`src/rtl/decode_stage_pkg.sv`:
```
// Shared definitions for the RV32I decode stage: opcodes, immediate types,
// FSM states and the default datapath width.
package decode_stage_pkg;

   localparam int WIDTH_DATA_DEFAULT = 32;

   localparam logic [6:0] OP_IMM    = 7'b0010011;
   localparam logic [6:0] OP_LOAD   = 7'b0000011;
   localparam logic [6:0] OP_JALR   = 7'b1100111;
   localparam logic [6:0] OP_STORE  = 7'b0100011;
   localparam logic [6:0] OP_BRANCH = 7'b1100011;
   localparam logic [6:0] OP_LUI    = 7'b0110111;
   localparam logic [6:0] OP_AUIPC  = 7'b0010111;
   localparam logic [6:0] OP_JAL    = 7'b1101111;

   typedef enum logic [2:0] {
      IMM_I,
      IMM_S,
      IMM_B,
      IMM_U,
      IMM_J,
      IMM_NONE
   } imm_type_e;

   typedef enum logic {
      RUN,
      STALL
   } state_e;

   function automatic imm_type_e imm_type_of(input logic [6:0] opcode);
      case (opcode)
         OP_IMM, OP_LOAD, OP_JALR: return IMM_I;
         OP_STORE:                 return IMM_S;
         OP_BRANCH:                return IMM_B;
         OP_LUI, OP_AUIPC:         return IMM_U;
         OP_JAL:                   return IMM_J;
         default:                  return IMM_NONE;
      endcase
   endfunction

endpackage

```
`src/rtl/decode_stage_imm_gen.sv`:
```
// Combinational RV32I immediate extraction, sign-extended to WIDTH_DATA.
module imm_gen
   import decode_stage_pkg::*;
#(
   parameter int WIDTH_DATA = WIDTH_DATA_DEFAULT
) (
   input  logic [31:0]           instr,
   output logic [WIDTH_DATA-1:0] imm
);

   logic signed [31:0] imm32;

   always_comb begin
      imm32 = '0;
      case (imm_type_of(instr[6:0]))
         IMM_I: imm32 = {{20{instr[31]}}, instr[31:20]};
         IMM_S: imm32 = {{20{instr[31]}}, instr[31:25], instr[11:7]};
         IMM_B: imm32 = {{19{instr[31]}}, instr[31], instr[7], instr[30:25], instr[11:8], 1'b0};
         IMM_U: imm32 = {instr[31:12], 12'b0};
         IMM_J: imm32 = {{11{instr[31]}}, instr[31], instr[19:12], instr[20], instr[30:21], 1'b0};
         default: imm32 = '0;
      endcase
   end

   assign imm = WIDTH_DATA'(imm32);

endmodule

```
`src/rtl/decode_stage.sv`:
```
// RV32I decode stage with ID/EX output register and load-use stall FSM.
// Optional writeback-to-operand bypass enabled by defining DECODE_WB_BYPASS_EN.
module decode_stage
   import decode_stage_pkg::*;
#(
   parameter int WIDTH_DATA = WIDTH_DATA_DEFAULT
) (
   input  logic                  clock_i,
   input  logic                  reset_i,
   input  logic                  in_valid_i,
   output logic                  in_ready_o,
   input  logic [31:0]           instr_i,
   input  logic [31:0]           pc_i,
   input  logic                  flush_i,
   output logic [4:0]            rd_register_1_o,
   output logic [4:0]            rd_register_2_o,
   input  logic [WIDTH_DATA-1:0] rd_data_1_i,
   input  logic [WIDTH_DATA-1:0] rd_data_2_i,
   input  logic                  wb_reg_write_i,
   input  logic [4:0]            wb_register_i,
   input  logic [WIDTH_DATA-1:0] wb_data_i,
   output logic                  out_valid_o,
   input  logic                  out_ready_i,
   output logic [WIDTH_DATA-1:0] out_pc_o,
   output logic [WIDTH_DATA-1:0] out_rs1_data_o,
   output logic [WIDTH_DATA-1:0] out_rs2_data_o,
   output logic [WIDTH_DATA-1:0] out_imm_o,
   output logic [4:0]            out_rd_o,
   output logic [4:0]            out_rs1_o,
   output logic [4:0]            out_rs2_o,
   output logic [2:0]            out_funct3_o,
   output logic                  out_funct7b5_o,
   output logic [6:0]            out_opcode_o
);

   state_e                state_reg;
   logic                  out_valid_reg;
   logic [WIDTH_DATA-1:0] pc_reg;
   logic [WIDTH_DATA-1:0] rs1_data_reg;
   logic [WIDTH_DATA-1:0] rs2_data_reg;
   logic [WIDTH_DATA-1:0] imm_reg;
   logic [4:0]            rd_reg;
   logic [4:0]            rs1_reg;
   logic [4:0]            rs2_reg;
   logic [2:0]            funct3_reg;
   logic                  funct7b5_reg;
   logic [6:0]            opcode_reg;

   logic [4:0]            rs_addr [2];
   logic [WIDTH_DATA-1:0] rd_data [2];
   logic [WIDTH_DATA-1:0] operand [2];
   logic [WIDTH_DATA-1:0] imm_next;
   logic                  hazard;
   logic                  accept;

   assign rs_addr[0] = instr_i[19:15];
   assign rs_addr[1] = instr_i[24:20];
   assign rd_data[0] = rd_data_1_i;
   assign rd_data[1] = rd_data_2_i;

   assign rd_register_1_o = rs_addr[0];
   assign rd_register_2_o = rs_addr[1];

   // A load still in the output register cannot feed the next instruction yet.
   assign hazard = out_valid_reg && (opcode_reg == OP_LOAD) && (rd_reg != 5'd0) &&
                   ((rd_reg == rs_addr[0]) || (rd_reg == rs_addr[1]));

   // Gated by reset so nothing is taken while the stage is held in reset.
   assign in_ready_o = !reset_i && (!out_valid_reg || out_ready_i) &&
                       (state_reg == RUN) && !hazard;
   assign accept     = in_valid_i && in_ready_o && !flush_i;

   genvar gi;
   generate
      for (gi = 0; gi < 2; gi++) begin : g_operand
`ifdef DECODE_WB_BYPASS_EN
         assign operand[gi] = (rs_addr[gi] == 5'd0) ? '0 :
                              (wb_reg_write_i && (wb_register_i == rs_addr[gi])) ? wb_data_i :
                              rd_data[gi];
`else
         assign operand[gi] = (rs_addr[gi] == 5'd0) ? '0 : rd_data[gi];
`endif
      end
   endgenerate

`ifndef DECODE_WB_BYPASS_EN
   logic unused_wb;
   assign unused_wb = ^{wb_reg_write_i, wb_register_i, wb_data_i};
`endif

   imm_gen #(
      .WIDTH_DATA(WIDTH_DATA)
   ) u_imm_gen (
      .instr(instr_i),
      .imm  (imm_next)
   );

   always_ff @(posedge clock_i or posedge reset_i) begin
      if (reset_i) begin
         state_reg     <= RUN;
         out_valid_reg <= 1'b0;
         pc_reg        <= '0;
         rs1_data_reg  <= '0;
         rs2_data_reg  <= '0;
         imm_reg       <= '0;
         rd_reg        <= '0;
         rs1_reg       <= '0;
         rs2_reg       <= '0;
         funct3_reg    <= '0;
         funct7b5_reg  <= 1'b0;
         opcode_reg    <= '0;
      end else if (flush_i) begin
         out_valid_reg <= 1'b0;
         state_reg     <= RUN;
      end else begin
         case (state_reg)
            RUN:     if (hazard && in_valid_i) state_reg <= STALL;
            STALL:   state_reg <= RUN;
            default: state_reg <= RUN;
         endcase
         if (accept) begin
            out_valid_reg <= 1'b1;
            pc_reg        <= WIDTH_DATA'(pc_i);
            rs1_data_reg  <= operand[0];
            rs2_data_reg  <= operand[1];
            imm_reg       <= imm_next;
            rd_reg        <= instr_i[11:7];
            rs1_reg       <= rs_addr[0];
            rs2_reg       <= rs_addr[1];
            funct3_reg    <= instr_i[14:12];
            funct7b5_reg  <= instr_i[30];
            opcode_reg    <= instr_i[6:0];
         end else if (out_ready_i) begin
            out_valid_reg <= 1'b0;
         end
      end
   end

   assign out_valid_o    = out_valid_reg;
   assign out_pc_o       = pc_reg;
   assign out_rs1_data_o = rs1_data_reg;
   assign out_rs2_data_o = rs2_data_reg;
   assign out_imm_o      = imm_reg;
   assign out_rd_o       = rd_reg;
   assign out_rs1_o      = rs1_reg;
   assign out_rs2_o      = rs2_reg;
   assign out_funct3_o   = funct3_reg;
   assign out_funct7b5_o = funct7b5_reg;
   assign out_opcode_o   = opcode_reg;

endmodule

```
`config.mk`:
```
export PLATFORM = sky130hd
export DESIGN_NAME = decode_stage
export DESIGN_NICKNAME = d
export VERILOG_FILES = /design/src/rtl/decode_stage_pkg.sv /design/src/rtl/decode_stage_imm_gen.sv /design/src/rtl/decode_stage.sv
export SDC_FILE = /design/constraint.sdc
export NUM_CORES = 1
export LEC_CHECK = 0
export CORE_MARGIN = 2
export CORE_UTILIZATION = 40
export DETAILED_ROUTE_END_ITERATION = 8
export PLACE_DENSITY = 0.91
export SLEW_MARGIN = 10
export SYNTH_ARGS = -nofsm -noshare
export SYNTH_HDL_FRONTEND = slang
export SYNTH_SLANG_ARGS = --single-unit
```
`constraint.sdc`:
```
create_clock -name clock_i -period 7.1 [get_ports clock_i]
set_input_delay 0.71 -clock clock_i [delete_from_list [all_inputs] [get_ports clock_i]]
set_output_delay 0.71 -clock clock_i [all_outputs]
set_load 0.02 [all_outputs]
```
Yosys cells after proc, flatten, opt, wreduce, memory -nomap -nowiden
Index checks and enable logic that the tools add are counted.

storage, ports and cells
  bits in registers = 156
  bits in latches = 0
  memory bits (writable) = 0
  ROM bits = 0
  input bits = 171
  output and inout port bits = 166
  memories kept = 0

cells by class
  add/sub/neg operators = 0
  multiply operators = 0
  div/mod/pow operators = 0
  $lt $le $gt $ge = 0
  eq/ne operators = 15
  shift-type cells = 0
  multiplexer cells = 10
  bitwise logic cells = 2
  reduce and logical (&&, ||, !) cells = 23

operator list
  operator              count
  $pmux W32 S5          1
  $mux W32              2
  $eq A7 B7 Y1 const B  3
  $pmux W3 S5           1
  $eq A7 B2 Y1 const B  2
  $eq A7 B5 Y1 const B  2
  $eq A7 B6 Y1 const B  2
  $eq A5 B5 Y1          2
  $logic_not A5 Y1      2
  $logic_and A1 B1 Y1   9
  $eq A3 B2 Y1 const B  2
  $mux W1               5
  $reduce_bool A5 Y1    1
  $logic_not A1 Y1      4
  $eq A3 B1 Y1 const B  1
  $eq A3 B3 Y1 const B  1
  $logic_not A3 Y1      1
  $reduce_bool A3 Y1    1
  $reduce_or A3 Y1      1
  $logic_or A1 B1 Y1    2
  $not A1 Y1            2
  $pmux W1 S2           1
  $reduce_and A2 Y1     1
  $reduce_or A2 Y1      1

Depth between registers and ports, before layout
Gate-level depths: netlist (run 1).

  depth in word-level cells = 10
  depth in mapped cells = 7
  gate-level depth less buffers = 5

Hierarchy
A second synthesis (run 1) with hierarchy kept.

unflattened totals
  cell total of the unflattened synthesis = 479
  area total of the unflattened synthesis = 6610.1 um^2

by module, submodules not included
  module        times used  cells an instance  area an instance (um^2)
  decode_stage  1           393                6060.8
  imm_gen       1           86                 549.3

Least setup slack after synthesis (run 1)
No wires, ideal clock.

  path type = reg2out
  from = register rd_reg[0], in the netlist out_rd_o[0]
  to = output port in_ready_o
  data arrival time = 1999 ps
  data required time = 6390 ps
  path slack = 4391 ps
  cell stages (with the launch flop) = 5
  path through = dfrtp_1 > or4_1 > o211ai_2 > nor2_1 > nor4_1

between the ends
  longest elaborated chain between the ends = 5
  elaborated cells between the ends (all ways) = 8
  those cells by class = 2 x eq/ne; 6 x reduce/logical

RTL lines
  what                                                       line                                    text
  start: declaration                                         decode_stage.sv:42                      logic [4:0] rd_reg;
  start signal: assignment                                   decode_stage.sv:127                     rd_reg <= instr_i[11:7];
  $eq A5 B5 Y1 or $reduce_bool A5 Y1 (tied branches)         decode_stage.sv:66, decode_stage.sv:65
  $logic_or A1 B1 Y1 or $logic_and A1 B1 Y1 (tied branches)  decode_stage.sv:66, decode_stage.sv:65
  $logic_and A1 B1 Y1 (*)                                    decode_stage.sv:65                      assign hazard = out_valid_reg && (opcode_reg == OP_LOAD) && (rd_reg != 5'd0) &&
  $logic_not A1 Y1 (*)                                       decode_stage.sv:70                      (state_reg == RUN) && !hazard;
  $logic_and A1 B1 Y1 (*)                                    decode_stage.sv:70
  end: declaration                                           decode_stage.sv:11                      output logic in_ready_o,

Mark *: on every way between the ends. The rest lies on a longest branch, timed or not.

Final worst setup path (run 1)
  from = input port instr_i[20]
  to = output port in_ready_o

between the ends
  longest elaborated chain between the ends = 5

RTL lines
  what                 line                text
  start: declaration   decode_stage.sv:12  input logic [31:0] instr_i,
  $eq A5 B5 Y1         decode_stage.sv:66  ((rd_reg == rs_addr[0]) || (rd_reg == rs_addr[1]));
  $logic_or A1 B1 Y1   decode_stage.sv:66
  $logic_and A1 B1 Y1  decode_stage.sv:65
  $logic_not A1 Y1     decode_stage.sv:70
  $logic_and A1 B1 Y1  decode_stage.sv:70

Every way passes these cells.

==> metrics.txt, run 1 <==
First-pass DRT Iterations 4; H-tree levels 4; post-synthesis sequential area ratio 0.603; Die H 131 µm; Via density 5.24; Post-layout nets 935; critical path type in2out; Max VDD drop 0.168 mV; total grt overflow 0; # IOs 337; share of the synthesized area in the top cell type 0.603; Worst-path clk slew 0.06 ns; Placed Cells 961; WP data arrival 3.28 ns; detailed-route via count 5,206; Clock Tree Buf Depth 2; number of buffers created by CTS 17; cts repair resizes 0; Num Clock Sinks 156; dpl hpwl 13,100 µm; post-CTS setup buffers 0; Cell Pwr Density 276 mW/mm²; initial antenna violation count 0; PortBufs 298; GPL Wtd Cong 0.791; clk_lat worst skew 0.41 ns; drt total wl 18,800 µm; antenna cells 0; Worst slew margin 0.192; worst setup margin 3.11 ns; Site Rows 46; Fill cells 1,214; Routed Antenna Nets 0; Worst Clk Skew 0.0108 ns; core area 0.0158 mm²; die area 0.0172 mm²; number of synthesis warnings 0; Remaining DRCs 0; Most used DFF post-synth dfrtp_1; Async SR Flop Fraction 1.00; Pleak 4.27 nW; Final Slew Violations 0; Max-Cap Viols 0; TNS Setup 0 ns; synthesized area 0.00648 mm²; P&R area growth vs syn 56.7%; number of synthesized flops with an enable pin 0; crit path max fanout 12; synth cell count leaders 156 x dfrtp_1, 65 x a32o_1, 50 x mux2_2, 24 x buf_2, 23 x inv_1; CTS Hold Bufs 0; PnR Total Power 0.00280 W; Final Critical Period 3.99 ns; first-pass GRT wire length 29,900 µm; RSZ-0062 raised after global routing no; worst slew pin tran 1.20 ns; most frequent cell after synthesis dfrtp_1; vias in the first global route 5,396; syn avg cell area 13.4 µm²; Finished Layout Cells 993; Die Wd 131 µm; WP data required 6.39 ns; distinct cell type count after synthesis 42; Total Routing Usage GR 0.219; CP startpoint kind primary input; Final period util 0.563; Root Buffer clkbuf_16; wire length per cell 18.9 µm; Hold WC Path Type reg2reg; CTS tree done; dominant cells by area after synthesis dfrtp_1 60%, a32o_1 10%, mux2_2 8.7%; layout cells sized above 1 0.131; Final Hold Fails 0; status complete, no violations; Initial Util 0.409; Setup crit end kind output port; pre-CTS setup slack 3.11 ns; # setup viols final 0; Synth area leader dfrtp_1; drt first-iter violations 256; f_max 0.250 GHz; Synth Instances 485; largest net degree at the start of global routing 100; #FFs+latches synth 156; syn nets 656
logic make-up after synthesis:
group / share of synthesized area
buffers and inverters: 0.0516
multiplexers: 0.136
AO/OA/AOI/OAI: 0.152
AND/OR/NAND/NOR: 0.0435
XOR/XNOR: 0.0135
flip-flops: 0.603
cell usage in the layout (no fill, tap or decap), types with 5 or more instances in the layout:
cell type and count:
clkdlybuf4s50_1 298, dfrtp_1 156, a32o_1 65, mux2_2 50, a21oi_1 22, inv_1 22, mux2i_1 20, clkbuf_16 17
nand2_1 14, nor2_1 11, xor2_1 10, nor3_1 8, mux2_4 8, buf_4 8, nand3_1 7, o21ai_0 6
o2bb2ai_1 6, a22o_1 5
area by class of cell:
class                   instances  area (µm²)  area share
clock buffers                  21         460      0.0454
clock inverters                11         134      0.0132
multi-input cells             260        2250       0.221
repair buffers                306        3040       0.300
well taps                     216         270      0.0266
flip-flops and latches        156        3900       0.385
inverters                      23        91.3     0.00900
report_power, final:
part           switching [W]  internal (W)
logic               0.000361      0.000418
clock network       0.000370      0.000542
registers          0.0000831       0.00103
critical path, stage by stage:
cell	delay (ns)
clkdlybuf4s50_1	0.71
xor2_1	0.18
nor3_1	0.07
a22oi_1	0.40
nor2_1	0.10
buf_4	0.19
nor4_1	0.25
clkdlybuf4s50_1	0.66
path summary, 6_finish.rpt:
check	start	endpoint	slack (ns)	cells past startpoint
worst max-delay path	instr_i[20]	in_ready_o	3.11	8
min in group asynchronous	reset_i	out_valid_o	0.96	2
max in group asynchronous	reset_i	out_imm_o[0]	4.82	3
worst max register to register	out_rd_o[3]	out_rs2_o[0]	4.47	6
worst min register to register	out_rs2_data_o[29]	out_rs2_data_o[29]	0.49	1
worst min-delay path	out_rs2_data_o[29]	out_rs2_data_o[29]	0.49	1
routing by layer:
layer  vias up  track usage  wire, µm
met5         -            0         0
met4         0       0.0592       246
met3        19       0.0883      1740
met2       240        0.383      9460
met1      2583        0.250      7350
li1       2364            -         -
metrics by stage:
step	cell area, µm²	hold WS, ns	util
global route	10100	0.499	0.641
global placement	9560	0.472	0.604
CTS	10100	0.494	0.641
floorplan	6480	0.517	-
finish	10100	0.489	0.641
detailed placement	9560	0.473	0.604
Note: power is estimated with default switching activity, not from simulation.
==> inputs of run 2 (changes only) <==
--- a/config.mk
+++ b/config.mk
@@ -5,10 +5,11 @@
 export SDC_FILE = /design/constraint.sdc
 export NUM_CORES = 1
 export LEC_CHECK = 0
+export CORE_ASPECT_RATIO = 1.5
 export CORE_MARGIN = 2
-export CORE_UTILIZATION = 40
+export CORE_UTILIZATION = 36
 export DETAILED_ROUTE_END_ITERATION = 8
-export PLACE_DENSITY = 0.91
+export PLACE_DENSITY = 0.87
 export SLEW_MARGIN = 10
 export SYNTH_ARGS = -nofsm -noshare
 export SYNTH_HDL_FRONTEND = slang
==> constraint.sdc (replaced) <==
create_clock -name clock_i -period 3.4 [get_ports clock_i]
set_input_delay 0.34 -clock clock_i [delete_from_list [all_inputs] [get_ports clock_i]]
set_output_delay 0.34 -clock clock_i [all_outputs]
set_load 0.02 [all_outputs]
==> run 2 against run 1 <==
Compared with the run above:
- design area up 1.7%
- worst setup slack got worse by 3.0 ns
- sequential power rose by 110%
- count of clock-buffer cells in the layout shrank 4
- non-clock buffer count grew 16
- flip-flop and latch count unchanged
- clock power is 110% higher
- cell count rose by 1.7%
- utilization fell by 6.1 points
- global-route usage is 1.8 points lower
- highest routed layer unchanged
==> metrics.txt, run 2 (same netlist as run 1, synthesis figures left out) <==
Cell Pwr Density 566 mW/mm² (was 276 mW/mm²); post-CTS setup buffers 0 (unchanged); Fill cells 1,453 (was 1,214); Final Hold Fails 0 (unchanged); Final Critical Period 3.25 ns; TNS Setup 0 ns (unchanged); commonest non-fill, non-tap cell in the layout clkdlybuf4s50_1 (unchanged); f_max 0.308 GHz; CTS tree done (unchanged); Remaining DRCs 0 (unchanged); core area 0.0178 mm² (was 0.0158 mm²); Register-to-Register Setup Slack 0.97 ns (was 4.47 ns); # IOs 337 (unchanged); GR Util met2 0.353 (was 0.383); die area 0.0191 mm² (was 0.0172 mm²); worst slew pin tran 1.07 ns (was 1.20 ns); H-tree levels 4 (unchanged); Final Slew Violations 0 (unchanged); worst r2r src out_rd_o[0] (was out_rd_o[3]); Num Clock Sinks 156 (unchanged); dpl cell area 0.00973 mm² (was 0.00956 mm²); crit path max fanout 5 (was 12); CP startpoint kind flip-flop (was primary input); global-route track usage on met3 0.0644 (was 0.0883); cts repair resizes 0 (unchanged); critical path type reg2out (was in2out); PortBufs 298 (unchanged); WP data required 3.06 ns (was 6.39 ns); # setup viols final 0 (unchanged); Non-Filler Cell Area, Final 0.0103 mm² (was 0.0101 mm²); Setup crit end kind output port (unchanged); final core occ 0.580 (was 0.641); antenna cells 0 (unchanged); r2r worst-path depth 5 (was 6); GPL Wtd Cong 0.867 (was 0.791); Worst slew margin 0.280 (was 0.192); drt first-iter violations 433 (was 256); PnR Total Power 0.00584 W (was 0.00280 W); first-pass GRT wire length 30,000 µm (was 29,900 µm); largest net degree at the start of global routing 68 (was 100); Hold WC Path Type in2async (was reg2reg); First-pass DRT Iterations 4 (unchanged); Worst-path clk slew 0.06 ns (about the same); Post-layout nets 951 (was 935); Total Routing Usage GR 0.202 (was 0.219); WP data arrival 2.91 ns (was 3.28 ns); Placed Cells 978 (was 961); Max VDD drop 0.366 mV (was 0.168 mV); Via density 5.21 (was 5.24); drt total wl 19,400 µm (was 18,800 µm); wire length per cell 19.2 µm (was 18.9 µm); detailed-route via count 5,260 (was 5,206); layout cells sized above 1 0.153 (was 0.131); RSZ-0062 raised after global routing no (unchanged); RR Endpoint out_rs2_data_o[2] (was out_rs2_o[0]); Initial Util 0.364 (was 0.409); Site Rows 60 (was 46); GR peak layer met2 (unchanged); vias in the first global route 5,488 (was 5,396); Die Wd 114 µm (was 131 µm); Clock Tree Buf Depth 2 (unchanged); Max-Cap Viols 0 (unchanged); P&R area growth vs syn 59.3% (was 56.7%); initial antenna violation count 0 (unchanged); Worst Clk Skew 0.00846 ns (was 0.0108 ns); Pleak 4.37 nW (was 4.27 nW); Routed Antenna Nets 0 (unchanged); dpl hpwl 14,300 µm (was 13,100 µm); number of buffers created by CTS 17 (unchanged); total grt overflow 0 (unchanged); Root Buffer clkbuf_16 (unchanged); Final period util 0.956; CTS Hold Bufs 0 (unchanged); status complete, no violations (unchanged); most frequent cells in the layout 298 x clkdlybuf4s50_1, 156 x dfrtp_1, 65 x a32o_1 (unchanged); GRT met1 Usage 0.226 (was 0.250); Finished Layout Cells 1,010 (was 993); clk_lat worst skew 0.41 ns (about the same); Die H 168 µm (was 131 µm)
-- run 2: per-stage QoR --
step / hold slack [ns] / setup slack, ns
3_3_place_gp: 0.472 / 0.282
4_1_cts: 0.441 / 0.131
6_report: 0.450 / 0.150
5_1_grt: 0.491 / 0.0168
2_1_floorplan: 0.447 / 1.06
3_5_place_dp: 0.479 / 0.269
-- run 2: area by class of cell --
cell class / instances / area (µm²) / share of cell area
Tap cell: 217 / 272 / 0.0263
Multi-Input combinational cell: 260 / 2250 / 0.218
Timing Repair Buffer: 322 / 3210 / 0.311
Clock inverter: 15 / 163 / 0.0158
Clock buffer: 17 / 425 / 0.0412
Inverter: 23 / 90.1 / 0.00873
Sequential cell: 156 / 3900 / 0.378
-- run 2: report_power, final --
group / switching, W / total [W] / internal [W] / leakage, nW
logic: 0.000762 / 0.00165 / 0.000888 / 2.12
registers: 0.000173 / 0.00232 / 0.00215 / 1.96
clock network: 0.000784 / 0.00188 / 0.00109 / 0.281
total: 0.00172 / 0.00584 / 0.00413 / 4.37
-- run 2: routing by layer --
metal / up-vias / share of wire
met5: - / 0
met4: 0 / 0.032
met3: 36 / 0.077
met2: 244 / 0.52
met1: 2581 / 0.37
li1: 2399 / -
-- run 2: how the worst max path moves through the flow --
stage                     cells after the start         end        start  slack, ns
final                                         6  in_ready_o  out_rd_o[0]       0.15
after global routing                          6  in_ready_o  out_rd_o[3]       0.02
after CTS                                     6  in_ready_o  out_rd_o[3]       0.13
after detailed placement                      7  in_ready_o  instr_i[18]       0.27
after global placement                        7  in_ready_o  instr_i[20]       0.28
after floorplan                               4  in_ready_o  out_rd_o[0]       1.06
-- run 2: critical path, stage by stage (launching register included) --
cell and delay [ns]:
dfrtp_1 0.48, xor2_1 0.28, nor3_1 0.10, a22oi_1 0.46, nor2_1 0.22, nor4_1 0.29, clkdlybuf4s50_1 0.67
==> inputs of run 3 (changes only) <==
--- a/config.mk
+++ b/config.mk
@@ -5,11 +5,12 @@
 export SDC_FILE = /design/constraint.sdc
 export NUM_CORES = 1
 export LEC_CHECK = 0
+export CAP_MARGIN = 10
 export CORE_ASPECT_RATIO = 1.5
 export CORE_MARGIN = 2
-export CORE_UTILIZATION = 36
+export CORE_UTILIZATION = 35
 export DETAILED_ROUTE_END_ITERATION = 8
-export PLACE_DENSITY = 0.87
+export PLACE_DENSITY = 0.85
 export SLEW_MARGIN = 10
 export SYNTH_ARGS = -nofsm -noshare
 export SYNTH_HDL_FRONTEND = slang
==> run 3 against run 2 <==
Compared with the run above:
- non-clock buffer count fell by 4
- die area is 2.8% higher
- critical path depth is 1 lower
- sequential power barely moved
- routed wire length shrank 0.58%
- clock skew grew 0.0016 ns
- cell count shrank 0.50%
- register-to-register slack gained 0.07 ns
- global-route usage is 0.81 points lower
- worst setup slack better by 0.15 ns
- utilization decreased by 0.71 points
- largest cell class unchanged
==> metrics.txt, run 3 (same netlist as run 1, synthesis figures left out) <==
Final Critical Period 3.10 ns (was 3.25 ns); Cell Pwr Density 577 mW/mm² (was 566 mW/mm²); Worst slew margin 0.432 (was 0.280); CP startpoint kind flip-flop (unchanged); Die Wd 115 µm (was 114 µm); P&R area growth vs syn 59.4% (was 59.3%); number of buffers created by CTS 17 (unchanged); cts repair resizes 0 (unchanged); Final Hold Fails 0 (unchanged); Remaining DRCs 0 (unchanged); Die H 171 µm (was 168 µm); Setup crit end kind output port (unchanged); post-CTS setup buffers 0 (unchanged); Num Clock Sinks 156 (unchanged); Routed Antenna Nets 0 (unchanged); Multi-input gate area 0.00225 mm² (unchanged); Worst Clk Skew 0.0100 ns (was 0.00846 ns); Final Slew Violations 0 (unchanged); f_max 0.323 GHz (was 0.308 GHz); worst slew pin tran 0.844 ns (was 1.07 ns); # setup viols final 0 (unchanged); Via density 5.20 (was 5.21); vias in the first global route 5,465 (was 5,488); WP data required 3.06 ns (about the same); Max-Cap Viols 0 (unchanged); detailed-route via count 5,221 (was 5,260); core area 0.0180 mm² (was 0.0178 mm²); critical path type reg2out (unchanged); Post-layout nets 947 (was 951); initial antenna violation count 0 (unchanged); Hold WC Path Type reg2reg (was in2async); WP data arrival 2.76 ns (was 2.91 ns); Cells on Worst Hold Path 1; commonest non-fill, non-tap cell in the layout clkdlybuf4s50_1 (unchanged); GPL Wtd Cong 0.837 (was 0.867); total grt overflow 0 (unchanged); r2r worst-path depth 4 (was 5); # IOs 337 (unchanged); drt total wl 19,200 µm (was 19,400 µm); RSZ-0062 raised after global routing no (unchanged); CTS Hold Bufs 0 (unchanged); Clock Tree Buf Depth 2 (unchanged); crit path max fanout 5 (unchanged); drt first-iter violations 380 (was 433); First-pass DRT Iterations 4 (unchanged); Max VDD drop 0.496 mV (was 0.366 mV); first-pass GRT wire length 29,300 µm (was 30,000 µm); Pleak 4.36 nW (was 4.37 nW); Final period util 0.911 (was 0.956); Site Rows 60 (unchanged); register area 0.00390 mm² (unchanged); status complete, no violations (unchanged); Total Routing Usage GR 0.194 (was 0.202); clk_lat worst skew 0.41 ns (about the same); Worst-path clk slew 0.06 ns (about the same); PortBufs 298 (unchanged); Fill cells 1,500 (was 1,453); Root Buffer clkbuf_16 (unchanged); most frequent cells in the layout 298 x clkdlybuf4s50_1, 156 x dfrtp_1, 65 x a32o_1 (unchanged); Initial Util 0.360 (was 0.364); antenna cells 0 (unchanged); die area 0.0196 mm² (was 0.0191 mm²); largest net degree at the start of global routing 67 (was 68); H-tree levels 4 (unchanged); TNS Setup 0 ns (unchanged); CTS tree done (unchanged); dpl hpwl 14,100 µm (was 14,300 µm); WHS 0.488 ns (was 0.450 ns); layout cells sized above 1 0.146 (was 0.153); wire length per cell 19.2 µm (about the same)
[run 3: cell count changes in the layout (fill, tap and decap cells not counted), sizes merged]
cell,before,now
buf,24,20
bufinv,2,4
clkbuf,17,18
clkinv,6,3
inv,26,25
[run 3: worst paths after layout]
kind | start | end | slack [ns]
min | out_rs2_data_o[31] | out_rs2_data_o[31] | 0.49
min reg2reg | out_rs2_data_o[31] | out_rs2_data_o[31] | 0.49
min in group asynchronous | reset_i | out_rs1_data_o[26] | 0.53
max in group asynchronous | reset_i | out_imm_o[3] | 2.12
max | out_rd_o[0] | in_ready_o | 0.30
max reg2reg | out_rd_o[0] | out_rs2_data_o[0] | 1.04
[run 3: final cells by class]
class,instances,area share
inverters,23,0.00873
repair buffers,318,0.308
well taps,217,0.0263
multi-input cells,260,0.218
flip-flops and latches,156,0.378
clock buffers,18,0.0416
clock inverters,13,0.0185
[run 3: per-stage QoR]
stage	cells	power, W	setup WS (ns)	cell area (µm²)	utilization
after detailed placement	974	0.00400	0.256	9700	0.538
after global routing	1005	0.00622	0.203	10300	0.573
after floorplan	485	0.00309	1.06	6480	-
final	1005	0.00596	0.301	10300	0.573
after global placement	974	0.00396	0.346	9700	0.538
after CTS	1005	0.00604	0.264	10300	0.573
[run 3: worst max-delay path: stages (launching register included)]
cell	delay, ns
dfrtp_1	0.45
or4_1	0.61
o211ai_2	0.26
nor2_1	0.12
nor4_1	0.25
clkdlybuf4s50_1	0.67
[run 3: report_power, final]
group          leakage, nW  switching [W]  internal, W
logic                 2.10       0.000754     0.000886
clock network        0.293       0.000772      0.00123
registers             1.96       0.000165      0.00215
[run 3: routing by layer]
layer,track usage,vias to the layer above,wire [µm]
met5,0,-,0
met1,0.214,2596,7050
met4,0.0613,0,368
met3,0.0705,24,1550
met2,0.343,222,10300
li1,-,2379,-
